**src/rtl/controlPkg.sv**
```systemverilog
`default_nettype none
// ============================================================================
//  Module      : controlPkg
//  Description : Shared types and constants for the pipeline control logic.
//                Holds the scoreboard entry record used by the hazard
//                scoreboard and the architectural zero-register index (XZR).
//  Revision    : 1.0 - initial release
// ============================================================================
package controlPkg;

    // Architectural zero register: reads as zero, writes are discarded, so it
    // never creates a dependency.
    localparam int c_XZR = 31;

    // Destination field width inside a scoreboard entry. Register addresses
    // are stored zero-extended to this width so the entry type does not depend
    // on the ADDR_W parameter of the instantiating module (ADDR_W <= 16).
    localparam int c_RD_MAX_W = 16;

    typedef struct packed {
        logic                  valid;
        logic [c_RD_MAX_W-1:0] rd;
        logic                  reg_write;
        logic                  is_load;
    } sb_entry_t;

endpackage : controlPkg
`default_nettype wire

```
**src/rtl/hazard_match.sv**
```systemverilog
`default_nettype none
// ============================================================================
//  Module      : hazard_match
//  Description : Finds the youngest in-flight producer of one source operand.
//                Entry index 0 of i_entries is pipeline entry 1 (EX).
//  Ports       : i_src           - source register address
//                i_src_used      - operand is actually read
//                i_entries       - scoreboard entries, youngest first
//                o_match_idx     - 0 = no producer, k = youngest match at k
//                o_match_is_load - the youngest matching producer is a load
//  Revision    : 1.0 - initial release
// ============================================================================
module hazard_match
    import controlPkg::*;
#(
    parameter int ADDR_W   = 5,
    parameter int DEPTH    = 3,
    parameter int ZERO_REG = c_XZR,
    parameter int SEL_W    = $clog2(DEPTH + 1)
) (
    input  logic [ADDR_W-1:0]     i_src,
    input  logic                  i_src_used,
    input  sb_entry_t [DEPTH-1:0] i_entries,
    output logic [SEL_W-1:0]      o_match_idx,
    output logic                  o_match_is_load
);

    logic w_src_live;

    always_comb begin
        w_src_live      = i_src_used && (i_src != ADDR_W'(ZERO_REG));
        o_match_idx     = '0;
        o_match_is_load = 1'b0;
        // Walk oldest to youngest so the youngest hit is the last assignment.
        for (int k = DEPTH - 1; k >= 0; k--) begin
            if (w_src_live && i_entries[k].valid && i_entries[k].reg_write &&
                (i_entries[k].rd == c_RD_MAX_W'(i_src))) begin
                o_match_idx     = SEL_W'(k + 1);
                o_match_is_load = i_entries[k].is_load;
            end
        end
    end

endmodule : hazard_match
`default_nettype wire

```
**src/rtl/hazard_scoreboard.sv**
```systemverilog
`default_nettype none
// ============================================================================
//  Module      : hazard_scoreboard
//  Description : Data-hazard scoreboard for an in-order pipeline. Tracks the
//                destinations of the DEPTH instructions after RF, selects the
//                forwarding source per operand and raises a load-use stall.
//  Ports       : clk, reset         - clock, synchronous active-high reset
//                rf_valid           - RF stage holds a real instruction
//                rf_rn / rf_rm      - source A / B addresses (+ *_used)
//                rf_rd, rf_reg_write, rf_is_load - RF destination info
//                flush              - kill the RF instruction
//                stall              - hold IF/RF, bubble into EX
//                fwd_sel_a/b        - 0 = register file, k = entry k
//                stall_cnt          - saturating stall-cycle counter
//  Revision    : 1.0 - initial release
// ============================================================================
module hazard_scoreboard
    import controlPkg::*;
#(
    parameter int ADDR_W   = 5,
    parameter int DEPTH    = 3,
    parameter int LOAD_LAT = 1,
    parameter int ZERO_REG = c_XZR,
    parameter int CNT_W    = 16
) (
    input  logic                           clk,
    input  logic                           reset,
    input  logic                           rf_valid,
    input  logic [ADDR_W-1:0]              rf_rn,
    input  logic [ADDR_W-1:0]              rf_rm,
    input  logic                           rf_rn_used,
    input  logic                           rf_rm_used,
    input  logic [ADDR_W-1:0]              rf_rd,
    input  logic                           rf_reg_write,
    input  logic                           rf_is_load,
    input  logic                           flush,
    output logic                           stall,
    output logic [$clog2(DEPTH+1)-1:0]     fwd_sel_a,
    output logic [$clog2(DEPTH+1)-1:0]     fwd_sel_b,
    output logic [CNT_W-1:0]               stall_cnt
);

    localparam int c_SEL_W = $clog2(DEPTH + 1);
    // A latency beyond the tracked depth behaves like "every tracked entry".
    localparam int c_LAT_CLAMP = (LOAD_LAT > DEPTH) ? DEPTH : LOAD_LAT;
    localparam logic [c_SEL_W-1:0] c_LOAD_LAT = c_SEL_W'(c_LAT_CLAMP);

    sb_entry_t [DEPTH-1:0] r_sb_q;
    sb_entry_t [DEPTH-1:0] w_sb_d;
    logic [CNT_W-1:0]      r_stall_cnt_q;
    logic [CNT_W-1:0]      w_stall_cnt_d;

    logic [c_SEL_W-1:0] w_a_idx;
    logic [c_SEL_W-1:0] w_b_idx;
    logic               w_a_load;
    logic               w_b_load;
    logic               w_a_hit;
    logic               w_b_hit;
    logic               w_stall;
    logic               w_issue;
    sb_entry_t          w_new;

    hazard_match #(
        .ADDR_W   (ADDR_W),
        .DEPTH    (DEPTH),
        .ZERO_REG (ZERO_REG),
        .SEL_W    (c_SEL_W)
    ) u_match_a (
        .i_src           (rf_rn),
        .i_src_used      (rf_rn_used),
        .i_entries       (r_sb_q),
        .o_match_idx     (w_a_idx),
        .o_match_is_load (w_a_load)
    );

    hazard_match #(
        .ADDR_W   (ADDR_W),
        .DEPTH    (DEPTH),
        .ZERO_REG (ZERO_REG),
        .SEL_W    (c_SEL_W)
    ) u_match_b (
        .i_src           (rf_rm),
        .i_src_used      (rf_rm_used),
        .i_entries       (r_sb_q),
        .o_match_idx     (w_b_idx),
        .o_match_is_load (w_b_load)
    );

    // Only the youngest producer matters: a younger ALU result shadows an
    // older load, because the matcher already returns the youngest hit.
    always_comb begin
        w_a_hit = (w_a_idx != '0) && w_a_load && (w_a_idx <= c_LOAD_LAT);
        w_b_hit = (w_b_idx != '0) && w_b_load && (w_b_idx <= c_LOAD_LAT);
        w_stall = rf_valid && !flush && (w_a_hit || w_b_hit);
        w_issue = rf_valid && !w_stall && !flush;
    end

    always_comb begin
        w_new.valid     = 1'b1;
        w_new.rd        = c_RD_MAX_W'(rf_rd);
        w_new.reg_write = rf_reg_write;
        w_new.is_load   = rf_is_load;

        w_sb_d    = r_sb_q;
        w_sb_d[0] = w_issue ? w_new : '0;
        for (int k = 1; k < DEPTH; k++) begin
            w_sb_d[k] = r_sb_q[k-1];
        end

        w_stall_cnt_d = r_stall_cnt_q;
        if (w_stall && (r_stall_cnt_q != '1)) begin
            w_stall_cnt_d = r_stall_cnt_q + CNT_W'(1);
        end
    end

    always_ff @(posedge clk) begin
        if (reset) begin
            r_sb_q        <= '0;
            r_stall_cnt_q <= '0;
        end else begin
            r_sb_q        <= w_sb_d;
            r_stall_cnt_q <= w_stall_cnt_d;
        end
    end

    assign stall     = w_stall;
    assign fwd_sel_a = rf_valid ? w_a_idx : '0;
    assign fwd_sel_b = rf_valid ? w_b_idx : '0;
    assign stall_cnt = r_stall_cnt_q;

endmodule : hazard_scoreboard
`default_nettype wire

```
**config.mk**
```make
export PLATFORM = sky130hd
export DESIGN_NAME = hazard_scoreboard
export DESIGN_NICKNAME = d
export VERILOG_FILES = /design/src/rtl/controlPkg.sv /design/src/rtl/hazard_match.sv /design/src/rtl/hazard_scoreboard.sv
export SDC_FILE = /design/constraint.sdc
export NUM_CORES = 1
export LEC_CHECK = 0
export ABC_AREA = 1
export BUFFER_PORTS_ARGS = -buffer_cell sky130_fd_sc_hd__clkbuf_2
export CORE_MARGIN = 3
export CORE_UTILIZATION = 50
export CTS_BUF_LIST = sky130_fd_sc_hd__clkbuf_16
export CTS_CLUSTER_DIAMETER = 30
export DETAILED_ROUTE_END_ITERATION = 10
export PLACE_DENSITY = 0.79
export SYNTH_ARGS = -nofsm -noshare
export SYNTH_HDL_FRONTEND = slang
export SYNTH_SLANG_ARGS = --single-unit
export TNS_END_PERCENT = 10
```
**constraint.sdc**
```tcl
create_clock -name clk -period 1.7 [get_ports clk]
set_input_delay 0.17 -clock clk [delete_from_list [all_inputs] [get_ports clk]]
set_output_delay 0.17 -clock clk [all_outputs]
set_load 0.01 [all_outputs]
```
==> flow_metrics.tcl <==
set metrics [dict create \
    outcome "complete, but fails checks" \
    violations "negative setup slack" \
    critical-path-slowest-cell "dfxtp_1" \
    synth.ff_latch_count 38 \
    final_core_utilization_pct 69.2 \
    path_type_of_the_worst_min_delay_path "in -> reg" \
    tritoncts "yes" \
    setup_repair_after_global_routing_missed_its_margin "yes" \
    post_synth.cell_area_avg_um2 6.36 \
    crit_arrival_ps 1660 \
    maxSlewViolCount 0 \
    die-height_um 72.7 \
    worst_slew_pin_slew_ps 411 \
    layout_worst_path_cycle_share_pct 108 \
    criticalPathCategory "reg -> out" \
    globalRouteTotalUtil_pct 23.0 \
    nets 427 \
    drcViolationCount 0 \
    grt_antenna_before_repair 0 \
    mappedNetlistNets 374 \
    synth.cell_area_mm2 0.00223 \
    netlist.top_cell.by_area "dfxtp_1" \
    synth_warnings 0 \
    routed_wirelength_um 5980 \
    fin_tns_setup_ps -160 \
    dr.pass1.iters 6 \
    detail_route.wl_per_cell_um 13.2 \
    die_area_mm2 0.00529 \
    ctsHoldBuffers 0 \
    hp-start "rf_rd[3]" \
    skew_pair_late_insertion_delay_ps 280 \
    worst-path-max-fanout 3 \
    post-synth-top-area-fraction_pct 34.2 \
    synth-seq-area-share_pct 34.2 \
    syn_to_final_growth_pct 28.8 \
    kind_of_start_point_of_the_critical_path "flop" \
    via_count 2351 \
    hold_depth 3 \
    synth_cells 350 \
    global_route_wire_length_before_repair_um 9590 \
    r2r_slack_ps 60 \
    overflow 0 \
    cts_buffer_depth 2 \
    cts_inserted_buffers 5 \
    power_total_uw 1970 \
    num_rows 23 \
    worst_slew_margin_rel_pct 72.6 \
    final.setup_skew_ps 3.29 \
    synth.area.top_cells "dfxtp_1 (34%), nand2_1 (13%), nor2_1 (12%)" \
    antenna_violating_nets_post_route 0 \
    synth.lib_cells_used.distinct 28 \
    layout.cells.most_common "nand2_1" \
    cts_root_buffer "clkbuf_16" \
    regToRegStartpoint "r_sb_q[5]" \
    layout_common_cells "nand2_1 (74), nor2_1 (65), inv_1 (53)" \
    place_worst_setup_slack_ps 12.8 \
    core_area_mm2 0.00414 \
    setup-violations-final 3 \
    holdPathEnd "r_sb_q[5]" \
    crit_required_ps 1530 \
    cts.reportedPaths.clkPinSlew_ps 60 \
    setup_slack_ps -131 \
    cellPowerDensity_mw_per_mm2 687 \
    timing.reg2reg.worst_path_depth 8 \
    ff_to_ff_end "r_sb_q[2]" \
    ios 44 \
    fp.dieW_um 72.7 \
    clock.fmax_mhz 546 \
    detailedRoute.firstIterationViolations 211 \
    clock_sinks 38 \
    first_global_vias 2092 \
    start_util_pct 53.7 \
    place_hpwl_um 3850 \
    hold_slack_ps 73.4 \
    routed_via_density 5.18 \
    leak_pwr_uw 0.00137 \
    htree_levels 2 \
    timing.max_cap.violations 0 \
    report.final.hold_viol_count 0 \
    crit_chain "xor2_1 -> nor4_2 -> nand4_1 -> a21oi_1 -> clkbuf_2" \
    grt_max_degree 25 \
    portBuffers 43 \
    power.ir.vdd_worst_mv 0.552 \
    place_congestion 0.923 \
    timing.critical_path.slowest_cell_delay_ps 410 \
    final_layout_size_suffix_gt1_share_pct 30.2 \
    timing.critical_path.to_type "output pin" \
    n_diodes 0 \
    fill_cells 328 \
    timing.final.crit_period_ps 1830 \
]
[metrics by stage]
| step | instance area (µm²) | std cells |
|---|---|---|
| floorplan | 2230 | 350 |
| global route | 2870 | 454 |
| CTS | 2690 | 451 |
| finish | 2870 | 454 |
| detailed placement | 2470 | 439 |
| global placement | 2470 | 439 |
[worst max path at each step]
stage | startpoint | endpoint | slack (ps) | cells after the start
3_5_place_dp | stall_cnt[1] | stall_cnt[7] | 10 | 10
3_3_place_gp | stall_cnt[1] | stall_cnt[7] | 10 | 10
6_report | r_sb_q[41] | fwd_sel_b[0] | -130 | 5
4_1_cts | r_sb_q[5] | stall | -20 | 9
2_1_floorplan | stall_cnt[0] | stall_cnt[7] | 180 | 10
5_1_grt | r_sb_q[42] | fwd_sel_b[0] | -140 | 5
[cell usage after synthesis, drive strengths merged]
cell type,n
o211ai,1
o21ai,4
xor2,8
nor2,75
a211oi,1
o2111ai,1
clkbuf,3
buf,4
nor3,7
ha,1
nor4,1
nand3,28
nand4,16
dfxtp,38
nand2b,1
xnor2,6
a21oi,9
inv,66
nand2,80
[flip-flops by register name (all words and copies together), names as in the netlist]
name,count
r_sb_q,22
stall_cnt,16
[report_power, final]
part	total (µW)	internal, µW	switching [µW]
Combinational	170	58.3	112
Sequential	909	899	10.3
Clock	890	534	356
[logic make-up after synthesis]
group	after synthesis	synth area share, %
AND/OR/NAND/NOR	208	42.3
buffers and inverters	73	13.4
flip-flops	38	34.2
AO/OA/AOI/OAI	16	3.99
XOR/XNOR	14	5.51
adder cells (fa/ha/maj)	1	0.562
[routing by layer]
layer / GRT usage, % / vias up / share of wire, % / wire length (µm)
li1: - / 1183 / - / -
met1: 31.0 / 1023 / 43 / 2590
met2: 35.3 / 121 / 45 / 2710
met3: 5.23 / 24 / 8.1 / 485
met4: 9.22 / 0 / 3.2 / 190
met5: 0 / - / 0 / 0
[area by class of cell]
type	instances	area, µm²	area share, %
inverters	66	248	8.64
flip-flops and latches	38	777	27.1
clock inverters	3	16.3	0.567
well taps	50	62.6	2.18
repair buffers	52	297	10.3
clock buffers	5	125	4.36
multi-input cells	240	1340	46.8
[critical path, delay by kind of cell, from the launching register on]
kind / cells / cell delay [ps]
xor+xnor: 1 / 120
simple gates: 2 / 520
compound gates: 1 / 170
buf+inv: 1 / 150
flops: 1 / 410
[repair_timing]
action,in CTS,in global routing
cloned,1,0
pin swaps,4,19
endpoints found under the setup margin,5,29
buffers inserted,3,3
resized for setup,8,55
No activity file was read; power rests on OpenSTA's default activity.
